## src/rtl/approx_abs_diff_pipe.sv

```systemverilog
// ---------------------------------------------------------------------------
// approx_abs_diff_pipe
//
// Purpose:
//   Two-stage pipelined absolute-difference unit. Each operand pair carries
//   its own mode bit.
//   - Exact mode produces |a-b|.
//   - Approximate mode drops DROP_LSB operand LSBs before subtracting and
//     shifts the result back up.
//   The exact result is always computed alongside the approximate one, so the
//   error of every approximate result is known. That error feeds a set of
//   saturating statistics: samples seen, threshold violations and worst-case
//   error.
//
// Ports:
//   clk, rst_n            clock (rising edge), asynchronous active-low reset
//   in_valid/in_ready     operand stream handshake (in_ready is combinational)
//   in_a, in_b            unsigned operands, WIDTH bits
//   in_approx             1 = approximate mode for this pair
//   out_valid/out_ready   result stream handshake
//   out_diff              |a-b|, exact or approximate
//   out_err               |out_diff - exact|, always 0 for exact-mode pairs
//   clr_stats             synchronous clear of all statistics (beats updates)
//   sample_cnt            approximate-mode results produced, saturating
//   viol_cnt              approximate results with err > ET, saturating
//   max_err               largest err since reset or clear
// ---------------------------------------------------------------------------
module approx_abs_diff_pipe #(
  parameter int WIDTH    = 8,
  parameter int DROP_LSB = 2,
  parameter int ET       = 4,
  parameter int CNT_W    = 16
) (
  input  logic             clk,
  input  logic             rst_n,
  input  logic             in_valid,
  output logic             in_ready,
  input  logic [WIDTH-1:0] in_a,
  input  logic [WIDTH-1:0] in_b,
  input  logic             in_approx,
  output logic             out_valid,
  input  logic             out_ready,
  output logic [WIDTH-1:0] out_diff,
  output logic [WIDTH-1:0] out_err,
  input  logic             clr_stats,
  output logic [CNT_W-1:0] sample_cnt,
  output logic [CNT_W-1:0] viol_cnt,
  output logic [WIDTH-1:0] max_err
);

  localparam logic [31:0] ET_L = ET;

  logic             s1_valid;
  logic [WIDTH-1:0] s1_a;
  logic [WIDTH-1:0] s1_b;
  logic             s1_approx;

  logic             s2_valid;
  logic [WIDTH-1:0] s2_diff;
  logic [WIDTH-1:0] s2_err;

  logic             adv1;
  logic             adv2;

  logic [WIDTH-1:0] exact_diff;
  logic [WIDTH-1:0] a_trunc;
  logic [WIDTH-1:0] b_trunc;
  logic [WIDTH-1:0] trunc_diff;
  logic [WIDTH-1:0] approx_diff;
  logic [WIDTH-1:0] approx_err;
  logic [WIDTH-1:0] res_diff;
  logic [WIDTH-1:0] res_err;
  logic             stat_upd;

  // A stage may advance when it is empty or when its content moves on this
  // edge. The input side sees the whole chain combinationally, which gives
  // full throughput with no skid buffer.
  assign adv2     = !s2_valid || out_ready;
  assign adv1     = !s1_valid || adv2;
  assign in_ready = adv1;

  // The exact and approximate datapaths are both evaluated on the S1
  // contents. The truncated difference never exceeds (2^WIDTH-1)>>DROP_LSB,
  // so shifting it back up cannot overflow WIDTH bits.
  always_comb begin
    exact_diff  = (s1_a >= s1_b) ? (s1_a - s1_b) : (s1_b - s1_a);
    a_trunc     = s1_a >> DROP_LSB;
    b_trunc     = s1_b >> DROP_LSB;
    trunc_diff  = (a_trunc >= b_trunc) ? (a_trunc - b_trunc) : (b_trunc - a_trunc);
    approx_diff = trunc_diff << DROP_LSB;
    approx_err  = (approx_diff >= exact_diff) ? (approx_diff - exact_diff)
                                              : (exact_diff - approx_diff);
    res_diff    = s1_approx ? approx_diff : exact_diff;
    res_err     = s1_approx ? approx_err : '0;
  end

  // Statistics observe the S1->S2 transfer, so each item is counted exactly
  // once, however long it later waits on back-pressure.
  assign stat_upd = adv2 && s1_valid && s1_approx;

  // Stage 1 captures an operand pair whenever it is free to move.
  always_ff @(posedge clk or negedge rst_n) begin
    if (!rst_n) begin
      s1_valid  <= 1'b0;
      s1_a      <= '0;
      s1_b      <= '0;
      s1_approx <= 1'b0;
    end else if (adv1) begin
      s1_valid <= in_valid;
      if (in_valid) begin
        s1_a      <= in_a;
        s1_b      <= in_b;
        s1_approx <= in_approx;
      end
    end
  end

  // Stage 2 holds the result. Its data is frozen while the output is stalled.
  always_ff @(posedge clk or negedge rst_n) begin
    if (!rst_n) begin
      s2_valid <= 1'b0;
      s2_diff  <= '0;
      s2_err   <= '0;
    end else if (adv2) begin
      s2_valid <= s1_valid;
      if (s1_valid) begin
        s2_diff <= res_diff;
        s2_err  <= res_err;
      end
    end
  end

  assign out_valid = s2_valid;
  assign out_diff  = s2_diff;
  assign out_err   = s2_err;

  // The error monitor uses saturating counters so that a long run can never
  // wrap back to an optimistic value. A clear takes priority over an update
  // arriving on the same edge.
  always_ff @(posedge clk or negedge rst_n) begin
    if (!rst_n) begin
      sample_cnt <= '0;
      viol_cnt   <= '0;
      max_err    <= '0;
    end else if (clr_stats) begin
      sample_cnt <= '0;
      viol_cnt   <= '0;
      max_err    <= '0;
    end else if (stat_upd) begin
      if (sample_cnt != '1) begin
        sample_cnt <= sample_cnt + CNT_W'(1);
      end
      if ((32'(res_err) > ET_L) && (viol_cnt != '1)) begin
        viol_cnt <= viol_cnt + CNT_W'(1);
      end
      if (res_err > max_err) begin
        max_err <= res_err;
      end
    end
  end

endmodule

```

## config.mk

```make
export PLATFORM = sky130hd
export DESIGN_NAME = approx_abs_diff_pipe
export DESIGN_NICKNAME = d
export VERILOG_FILES = /design/src/rtl/approx_abs_diff_pipe.sv
export SDC_FILE = /design/constraint.sdc
export NUM_CORES = 1
export LEC_CHECK = 0
export CAP_MARGIN = 15
export CORE_MARGIN = 2
export CORE_UTILIZATION = 50
export CTS_CLUSTER_SIZE = 14
export DETAILED_ROUTE_END_ITERATION = 16
export PLACE_DENSITY_LB_ADDON = 0.12
export SLEW_MARGIN = 20
export SYNTH_ARGS = -nofsm -noshare
export SYNTH_HDL_FRONTEND = slang
export SYNTH_SLANG_ARGS = --single-unit
export TNS_END_PERCENT = 30
```

## constraint.sdc

```tcl
create_clock -name clk -period 8.3 [get_ports clk]
set_input_delay 1.66 -clock clk [delete_from_list [all_inputs] [get_ports clk]]
set_output_delay 1.66 -clock clk [all_outputs]
set_load 0.01 [all_outputs]
```

==> results of run 1 <==
cells by family (layout without fill, tap and decap cells):
group / Yosys count / count (layout) / synth area share [%]
AOI/OAI and AO/OA: 140 / 140 / 17.66
xor gates and xnor gates: 24 / 24 / 3.982
adders and majority gates: 43 / 43 / 10.76
buffers and inverters: 75 / 148 / 6.139
DFF: 75 / 75 / 35.55
muxes: 45 / 45 / 9.149
and+or+nand+nor: 175 / 175 / 16.76
routing by layer:
metal	vias up	routed length [microns]	share of wire (%)
met5	-	0	0
met4	0	297	2.3
met3	25	645	5.0
met2	151	6263	48
met1	2166	5781	45
li1	2183	-	-
state kept, by name, indices dropped and copies added, names as in the netlist:
name,cells
max_err,8
out_diff,8
out_err,8
out_valid,1
s1_a,8
s1_approx,1
s1_b,8
s1_valid,1
sample_cnt,16
viol_cnt,16
power breakdown:
group | internal, mW | total [mW] | switching [mW]
Combinational | 0.730 | 1.75 | 1.02
Clock | 0.147 | 0.292 | 0.145
Sequential | 0.429 | 0.479 | 0.0501
metrics by stage:
stage                     total power [mW]  hold WS [ns]  cell area, sq um  worst slack (ns)
after floorplan                      1.758        0.4794              5279             1.716
after global placement               2.183        0.4615              6123             1.767
after detailed placement             2.213        0.4685              6123             1.499
after CTS                            2.515        0.4889              6326             1.460
after global routing                 2.752        0.5156              6326            0.6776
final                                2.520        0.4823              6326             1.413
worst register-to-register path, delay by kind of cell (launching register included):
family                   cells  cell delay [ns]
AO/OA/AOI/OAI               13             2.44
AND/OR/NAND/NOR              7             1.31
adder cells (fa/ha/maj)      4             1.29
multiplexers                 3             0.86
flip-flops                   1             0.41
buffers and inverters        3             0.32
XOR/XNOR                     1             0.19
cell usage in the layout (no fill, tap or decap), types with 3 or more instances in the layout:
cell | netlist | routed
a21o_1 | 8 | 8
a21oi_1 | 45 | 45
a22oi_1 | 3 | 3
a31oi_1 | 3 | 3
and3_1 | 8 | 8
buf_4 | 3 | 4
clkbuf_8 | 0 | 10
clkdlybuf4s50_1 | 0 | 78
dfrtp_1 | 75 | 75
fa_1 | 4 | 4
ha_1 | 39 | 39
inv_1 | 50 | 50
mux2_2 | 26 | 26
mux2i_1 | 19 | 19
nand2_1 | 50 | 50
nand2b_1 | 6 | 6
nand3_1 | 12 | 12
nand4_1 | 13 | 13
nor2_1 | 42 | 42
nor2b_1 | 5 | 5
nor3_1 | 7 | 7
o211ai_1 | 4 | 4
o21a_1 | 3 | 3
o21ai_0 | 26 | 26
o21ai_1 | 10 | 10
o21bai_1 | 3 | 3
o31ai_1 | 7 | 7
or3_1 | 13 | 13
or4_1 | 6 | 6
xnor2_1 | 12 | 12
xor2_1 | 12 | 12
final timing paths:
kind | from | endpoint | cells after the start
max in group asynchronous | rst_n | s1_a[6]$_DFFE_PN0P_ | 1
min in group asynchronous | rst_n | out_diff[6]$_DFFE_PN0P_ | 1
max | s1_a[0]$_DFFE_PN0P_ | max_err[0]$_DFFE_PN0P_ | 31
max reg2reg | s1_a[0]$_DFFE_PN0P_ | max_err[0]$_DFFE_PN0P_ | 31
min reg2reg | out_diff[1]$_DFFE_PN0P_ | out_diff[1]$_DFFE_PN0P_ | 2
min | out_diff[1]$_DFFE_PN0P_ | out_diff[1]$_DFFE_PN0P_ | 2
final cells by class:
cell class                      instances  area share (%)
Clock inverter                          6           1.028
Timing Repair Buffer                   82           12.82
Clock buffer                           10           2.176
Sequential cell                        75           29.67
Inverter                               50           2.967
Tap cell                              136           2.690
Multi-Input combinational cell        427           48.66
==> results.cfg, run 1 <==
[clock_network]
htreeDepth = 3
postCtsSetupRepairBufs = 0
ctsResizeCount = 0
cts_buffer_depth = 2
cts_buffers = 9
cts_root_buffer = clkbuf_8
clk_latency_ns = 0.35
cts_hold_buf = 0
clock-sinks = 75
cts_tree = built
cts.clk_slew.worst_paths_ns = 0.09

[grt]
globalRouteMet2Util_pct = 37.99
grt_usage_pct = 23.58
grt_pass1_vias = 4383
grt_use_met1_pct = 32.01
grt_pass1_wl_mm = 21.58
overflow = 0
met3_usage_pct = 4.498
grt_max_degree = 76
grt-busiest-layer = met2
antenna_found_initial = 0

[drt]
drt_iter0_markers = 200
ant_nets = 0
viasPerCell = 5.757
vias = 4525
drt-pass1-iter-count = 5
drc = 0
wl_per_cell_microns = 16.52
routed_wl_mm = 12.99

[run]
maxCapViolations = 0

[timing]
hold_violations = 0
fin_crit_ns = 6.887
fin_crit_sh_pct = 82.98
fin_setup_tns_ns = 0
rsz0062_at_grt = no
worst_pin_slew_ns = 1.071
finalMaxSlewViolations = 0
setup_viol = 0
fmax_mhz = 145.2
finClkSkew_ns = 0.01075
relSlewSlack_pct = 28.57

[cells_and_area]
num-nets-final = 710
drive_above_1_share_pct = 9.385
area_growth_pct = 19.84
nFillCells = 918
n_antenna_cell = 0
register_area_sq_mm = 0.001877
fin_cells = 786
fin_util_pct = 61.55
multiInputGateArea_sq_mm = 0.003078

[floorplan]
ios = 80
die_height_microns = 106.8
core_area_sq_mm = 0.01028
num_rows = 37
die_area_sq_mm = 0.01140
initial_core_util_pct = 51.36
fp.dieW_microns = 106.8

[yosys]
yosys_warnings = 0
synth-async-reset-ratio_pct = 100.0
ys_seq_elements = 75
synth_area_sq_mm = 0.005279
synth_area_leaders = dfrtp_1 (36%), ha_1 (9.2%), mux2_2 (5.5%)
syn_nets = 642
yosysSeqAreaShare_pct = 35.55
synth_most_common_cell = dfrtp_1
synth_flop_cell = dfrtp_1
yosys.area.top_type = dfrtp_1
synth_top_area_share_pct = 35.55
synth.avg_cell_area_sq_um = 9.149
synthTopCellsByCount = dfrtp_1 (75), inv_1 (50), nand2_1 (50)
syn_inst = 577
synth_cell_types = 69
synth_edf_count = 0

[placed_design]
portBuffers = 79
hpwl_mm = 9.821
gp_congestion = 0.9175
placedCellCount = 770

[pwr]
pwr_density_cell_mw_per_mm2 = 398.4
cellLeakagePower_nw = 2.713
vdd_drop_max_uv = 221.5

[worst_setup_path]
start_kind = register
cp_top_family = compound AO/OA/AOI/OAI gates
max_stage_delay_ns = 0.55
worstPathRequired_ns = 8.57
worstSetupPathType = register to register
arrival_ns = 7.16
cp_num_buf_inv = 3
slowest_stage = nor2_1
end_kind = register
crit_fanout = 9
regToRegSetupSlack_ns = 1.41

[min_path]
holdCritPathClass = register to register

[run_status]
status = finished clean
Note: power is estimated with default switching activity, not from simulation.
==> run 2, diff against run 1 <==
==> constraint.sdc (replaced) <==
create_clock -name clk -period 5.8 [get_ports clk]
set_input_delay 1.16 -clock clk [delete_from_list [all_inputs] [get_ports clk]]
set_output_delay 1.16 -clock clk [all_outputs]
set_load 0.01 [all_outputs]
==> run 2 against run 1 <==
Effect of this change:
- via count increased by 4.3%
- setup slack got worse by 1.2 ns
- non-clock buffer count increased by 56
- total power increased by 76%
- sequential power increased by 42%
- first-iteration DRC count increased by 7.5%
- fmax increased by 23%
- routed wire length increased by 4.2%
- clock power increased by 34%
- hold slack about the same
- critical endpoint is now max_err[6]$_DFFE_PN0P_
- largest cell class unchanged
- largest power group unchanged
- highest routed layer unchanged
==> results.cfg, run 2 (same netlist as run 1, synthesis figures left out) <==
[run_status]
status = finished clean

[clock_network]
cts_buffer_depth = 2
cts_tree = built
cts_hold_buf = 0
clk_latency_ns = 0.37
htreeDepth = 3
cts_root_buffer = clkbuf_8
clock-sinks = 75
cts.clk_slew.worst_paths_ns = 0.08
cts_buffers = 9

[timing]
worst_pin_slew_ns = 0.9307
holdWs_ns = 0.4826
fin_setup_tns_ns = 0
finClkSkew_ns = 0.01455
setup_viol = 0
fin_crit_sh_pct = 96.28
fin_crit_ns = 5.584
hold_violations = 0
finalMaxSlewViolations = 0
relSlewSlack_pct = 37.96
fmax_mhz = 179.1

[pwr]
swShare_pct = 45.33
cellLeakagePower_nw = 2.993
intPower_mw = 2.428
power.switching_mw = 2.013
p_seq_share_pct = 15.4
clkPwrFrac_pct = 8.8
vdd_drop_max_uv = 298.9
combPwrFrac_pct = 75.9
total_power_mw = 4.441
pwr_density_cell_mw_per_mm2 = 644.3

[worst_setup_path]
max_stage_delay_ns = 0.39
start_kind = register
end_kind = register
arrival_ns = 5.81
timing.critical_path.mode_cell = ha_1
worstPathRequired_ns = 6.03
worstSetupPathType = register to register
crit_fanout = 5
slowest_stage = dfrtp_1

[cells_and_area]
num-nets-final = 766
area_growth_pct = 30.58
drive_above_1_share_pct = 19.55
n_antenna_cell = 0
layout_commonest_cell = clkdlybuf4s50_1
final_cell_mix = clkdlybuf4s50_1 (78), dfrtp_1 (75), buf_4 (58), nand2_1 (50), inv_1 (49)
nFillCells = 884
fin_cells = 842
top_regs = sample_cnt (16), viol_cnt (16)

[floorplan]
die_height_microns = 106.8
ios = 80
core_area_sq_mm = 0.01028
initial_core_util_pct = 51.36
num_rows = 37
fp.dieW_microns = 106.8
die_area_sq_mm = 0.01140

[placed_design]
placedCellCount = 817
portBuffers = 79
hpwl_mm = 10.39
gp_congestion = 0.9047

[min_path]
holdCritPathClass = register to register

[drt]
viasPerCell = 5.606
drc = 0
routed_wl_mm = 13.54
ant_nets = 0
wl_per_cell_microns = 16.08
vias = 4720
drt-pass1-iter-count = 4
drt_iter0_markers = 215

[run]
maxCapViolations = 0

[grt]
grt_pass1_vias = 4579
grt_usage_pct = 24.53
overflow = 0
grt_max_degree = 76
antenna_found_initial = 0
grt_pass1_wl_mm = 22.18
## run 2: cell types whose count changed in the layout (fill, tap and decap cells not counted), moves of 3 or more
cell     change
o21ai_2      +3
ha_1         -4
buf_4       +54
o21ai_0      -4
ha_2         +3
a21oi_1      -4
## run 2: worst paths after layout
| check | start | end | slack, ns | cells after the start |
|---|---|---|---|---|
| setup / recovery | s1_a[0]$_DFFE_PN0P_ | max_err[6]$_DFFE_PN0P_ | 0.22 | 31 |
| hold / removal | out_diff[3]$_DFFE_PN0P_ | out_diff[3]$_DFFE_PN0P_ | 0.48 | 2 |
| setup reg to reg | s1_a[0]$_DFFE_PN0P_ | max_err[6]$_DFFE_PN0P_ | 0.22 | 31 |
| hold reg to reg | out_diff[3]$_DFFE_PN0P_ | out_diff[3]$_DFFE_PN0P_ | 0.48 | 2 |
| max in group asynchronous | rst_n | s1_b[5]$_DFFE_PN0P_ | 4.26 | 1 |
| min in group asynchronous | rst_n | out_diff[6]$_DFFE_PN0P_ | 0.91 | 1 |
## run 2: stage by stage
stage	worst slack (ns)	cell area [sq um]	utilization (%)
after floorplan	0.01161	5301	-
after global placement	-0.05357	6511	63.36
after detailed placement	-0.2648	6511	63.36
after CTS	0.0003211	6715	65.34
after global routing	-0.1016	6893	67.07
final	0.2157	6893	67.07
## run 2: timing repair
| item | in CTS | in global routing |
|---|---|---|
| gates cloned | 0 | 0 |
| pin swaps | 0 | 11 |
| gates resized for setup | 3 | 27 |
| setup endpoints to repair | 8 | 24 |
| buffers inserted | 0 | 9 |
## run 2: cell type report
cell class | instances | area (sq um) | share of cell area [%]
Multi-Input combinational cell | 427 | 3222 | 46.74
Sequential cell | 75 | 1877 | 27.23
Timing Repair Buffer | 138 | 1247 | 18.10
Inverter | 50 | 187.7 | 2.723
Tap cell | 136 | 170.2 | 2.469
Clock buffer | 11 | 151.4 | 2.196
Clock inverter | 5 | 37.54 | 0.5446
## run 2: worst max-delay path: cells and delay by family (launching register included)
family	cells	cell delay, ns
buffers and inverters	3	0.27
xor gates and xnor gates	1	0.14
DFF	1	0.39
adders and majority gates	4	1.16
AOI/OAI and AO/OA	11	1.66
muxes	3	0.64
and+or+nand+nor	9	1.16
## run 2: power by group through the flow
stage | Sequential [mW] | Combinational (mW) | Clock, mW
final | 0.682 | 3.37 | 0.390
after global routing | 0.695 | 3.66 | 0.423
after CTS | 0.682 | 3.09 | 0.397
after detailed placement | 0.693 | 3.01 | 0
after global placement | 0.687 | 2.98 | 0
after floorplan | 0.711 | 1.83 | 0
## run 2: metal layers
| metal | share of wire [%] | global-route usage [%] |
|---|---|---|
| met1 | 46 | 32.19 |
| met2 | 50 | 42.45 |
| met3 | 3.3 | 2.979 |
| met4 | 1.2 | 7.421 |
| met5 | 0 | 0 |
==> run 3, diff against run 2 <==
--- a/config.mk
+++ b/config.mk
@@ -10,6 +10,7 @@
 export CORE_UTILIZATION = 50
 export CTS_CLUSTER_SIZE = 14
 export DETAILED_ROUTE_END_ITERATION = 16
+export GPL_ROUTABILITY_DRIVEN = 0
 export PLACE_DENSITY_LB_ADDON = 0.12
 export SLEW_MARGIN = 20
 export SYNTH_ARGS = -nofsm -noshare
==> run 3 against run 2 <==
Effect of this change:
- cell count decreased by 0.48%
- first-iteration DRC count increased by 25%
- die area unchanged
- critical path depth decreased by 1
- flip-flop and latch count unchanged
- clock power increased by 19%
- sequential share of layout area decreased by 0.095 points
- global-route usage decreased by 0.78 points
- register-to-register slack got worse by 0.09 ns
- largest cell class unchanged
- final area increased by 0.42%
- combinational power decreased by 3%
==> results.cfg, run 3 (same netlist as run 1, synthesis figures left out) <==
[timing]
fmax_mhz = 176.2
setup_viol = 0
finClkSkew_ns = 0.01224
fin_crit_ns = 5.676
rsz0062_at_grt = yes
worst_pin_slew_ns = 0.9358
holdWs_ns = 0.4817
fin_ws_ns = 0.1238
hold_violations = 0
finalMaxSlewViolations = 0
fin_crit_sh_pct = 97.87
relSlewSlack_pct = 37.61

[drt]
wl_per_cell_microns = 15.95
ant_nets = 0
viasPerCell = 5.768
routed_wl_mm = 13.36
vias = 4834
drc = 0
drt_iter0_markers = 268
drt-pass1-iter-count = 5

[cells_and_area]
num-nets-final = 762
fin_util_pct = 67.35
layout_commonest_cell = clkdlybuf4s50_1
drive_above_1_share_pct = 19.66
fin_area_sq_mm = 0.006922
multiInputGateArea_sq_mm = 0.003237
nFillCells = 861
area_growth_pct = 31.12
n_antenna_cell = 0
top_regs = sample_cnt (16), viol_cnt (16)
register_area_sq_mm = 0.001878
fin_cells = 838
final_cell_mix = clkdlybuf4s50_1 (78), dfrtp_1 (74), buf_4 (52), nand2_1 (50), inv_1 (49)

[min_path]
holdCritPathClass = register to register
hold_depth = 2
holdPathEnd = out_diff[2]$_DFFE_PN0P_
worstHoldStart = out_diff[2]$_DFFE_PN0P_

[grt]
globalRouteMet2Util_pct = 37.99
grt_use_met1_pct = 31.33
antenna_found_initial = 0
overflow = 0
grt_pass1_wl_mm = 21.66
grt_max_degree = 76
grt_pass1_vias = 4569
met3_usage_pct = 3.830
grt_usage_pct = 23.75
grt-busiest-layer = met2

[clock_network]
clock-sinks = 75
cts_root_buffer = clkbuf_8
clk_latency_ns = 0.37
htreeDepth = 3
cts_hold_buf = 0
cts.clk_slew.worst_paths_ns = 0.08
cts_buffers = 9
cts_buffer_depth = 2
cts_tree = built

[worst_setup_path]
timing.critical_path.mode_cell = buf_4
cp_top_family = compound AO/OA/AOI/OAI gates
r2r_end = max_err[7]$_DFFE_PN0P_
worstPathRequired_ns = 6.04
worstSetupPathType = register to register
regToRegSetupSlack_ns = 0.12
end_kind = register
max_stage_delay_ns = 0.41
startpoint = s1_a[0]$_DFFE_PN0P_
crit_fanout = 7
slowest_stage = a211oi_4
start_kind = register
r2r-start = s1_a[0]$_DFFE_PN0P_
arrival_ns = 5.91
r2r_cells = 30
cp_num_buf_inv = 5

[placed_design]
portBuffers = 79
place_ws_ns = -0.1170
placedCellCount = 810
place_area_sq_mm = 0.006459
hpwl_mm = 9.828

[pwr]
p_seq_share_pct = 15.5
clkPwrFrac_pct = 10.5
power.switching_mw = 1.995
cellLeakagePower_nw = 3.001
intPower_mw = 2.420
pwr_density_cell_mw_per_mm2 = 637.9
combPwrFrac_pct = 74.0
swShare_pct = 45.19
vdd_drop_max_uv = 348.7

[floorplan]
num_rows = 37
initial_core_util_pct = 51.36
core_area_sq_mm = 0.01028
die_area_sq_mm = 0.01140
fp.dieW_microns = 106.8
ios = 80
die_height_microns = 106.8

[run]
maxCapViolations = 0

[run_status]
status = finished clean
## run 3: changes by cell type in the layout (fill, tap and decap cells not counted), moves of 2 or more
| cell | previous run | this run |
|---|---|---|
| a21oi_2 | 4 | 1 |
| clkinvlp_4 | 2 | 0 |
| bufinv_16 | 0 | 2 |
| ha_1 | 35 | 33 |
| buf_4 | 58 | 52 |
| o21ai_2 | 4 | 2 |
| inv_6 | 0 | 2 |
| ha_2 | 3 | 5 |
| clkbuf_8 | 11 | 9 |
| buf_6 | 1 | 3 |
| a21oi_1 | 41 | 43 |
## run 3: worst max-delay path by stage
| stage | endpoint | slack (ns) | cells after the start |
|---|---|---|---|
| final | max_err[7]$_DFFE_PN0P_ | 0.12 | 30 |
| after global routing | max_err[7]$_DFFE_PN0P_ | -0.23 | 28 |
| after CTS | max_err[0]$_DFFE_PN0P_ | 0.01 | 30 |
| after detailed placement | max_err[0]$_DFFE_PN0P_ | -0.12 | 30 |
| after global placement | max_err[0]$_DFFE_PN0P_ | 0.11 | 30 |
| after floorplan | max_err[0]$_DFFE_PN0P_ | 0.01 | 30 |
## run 3: through the flow
stage | setup TNS [ns] | power, mW
CTS | 0 | 4.094
global placement | 0 | 3.485
floorplan | 0 | 2.537
global route | -1.184 | 4.730
finish | 0 | 4.415
detailed placement | -0.1729 | 3.546
## run 3: power by group through the flow
stage                     clock [mW]  sequential [mW]  combinational [mW]
after CTS                      0.474            0.683                2.94
final                          0.465            0.683                3.27
after detailed placement           0            0.693                2.85
after global placement             0            0.688                2.80
after global routing           0.498            0.694                3.54
after floorplan                    0            0.711                1.83
## run 3: repair_timing
item                       4_1_cts  5_1_grt
pin swaps                        0       15
hold endpoints to repair         0        0
buffers inserted                 0       12
setup endpoints to repair        8       24
gates resized for setup          2       35
## run 3: metal layers
metal	up-vias	routed length, microns
li1	2295	-
met1	2318	5879
met2	176	6353
met3	45	666
met4	0	463
met5	-	0
## run 3: worst reg2reg max path: cells and delay by family, from the launching register on
family	cells	cell delay, ns
AOI/OAI and AO/OA	12	2.03
adders and majority gates	4	1.15
DFF	1	0.40
and+or+nand+nor	6	0.56
xor gates and xnor gates	1	0.29
buffers and inverters	5	0.65
muxes	2	0.45
## run 3: final cells by class
class / instances / area share (%)
inverter: 50 / 2.711
tap: 136 / 2.458
multi-input combinational: 427 / 46.76
timing repair buffer: 134 / 17.70
clock buffer: 9 / 1.790
clock inverter: 7 / 1.446
sequential: 75 / 27.13
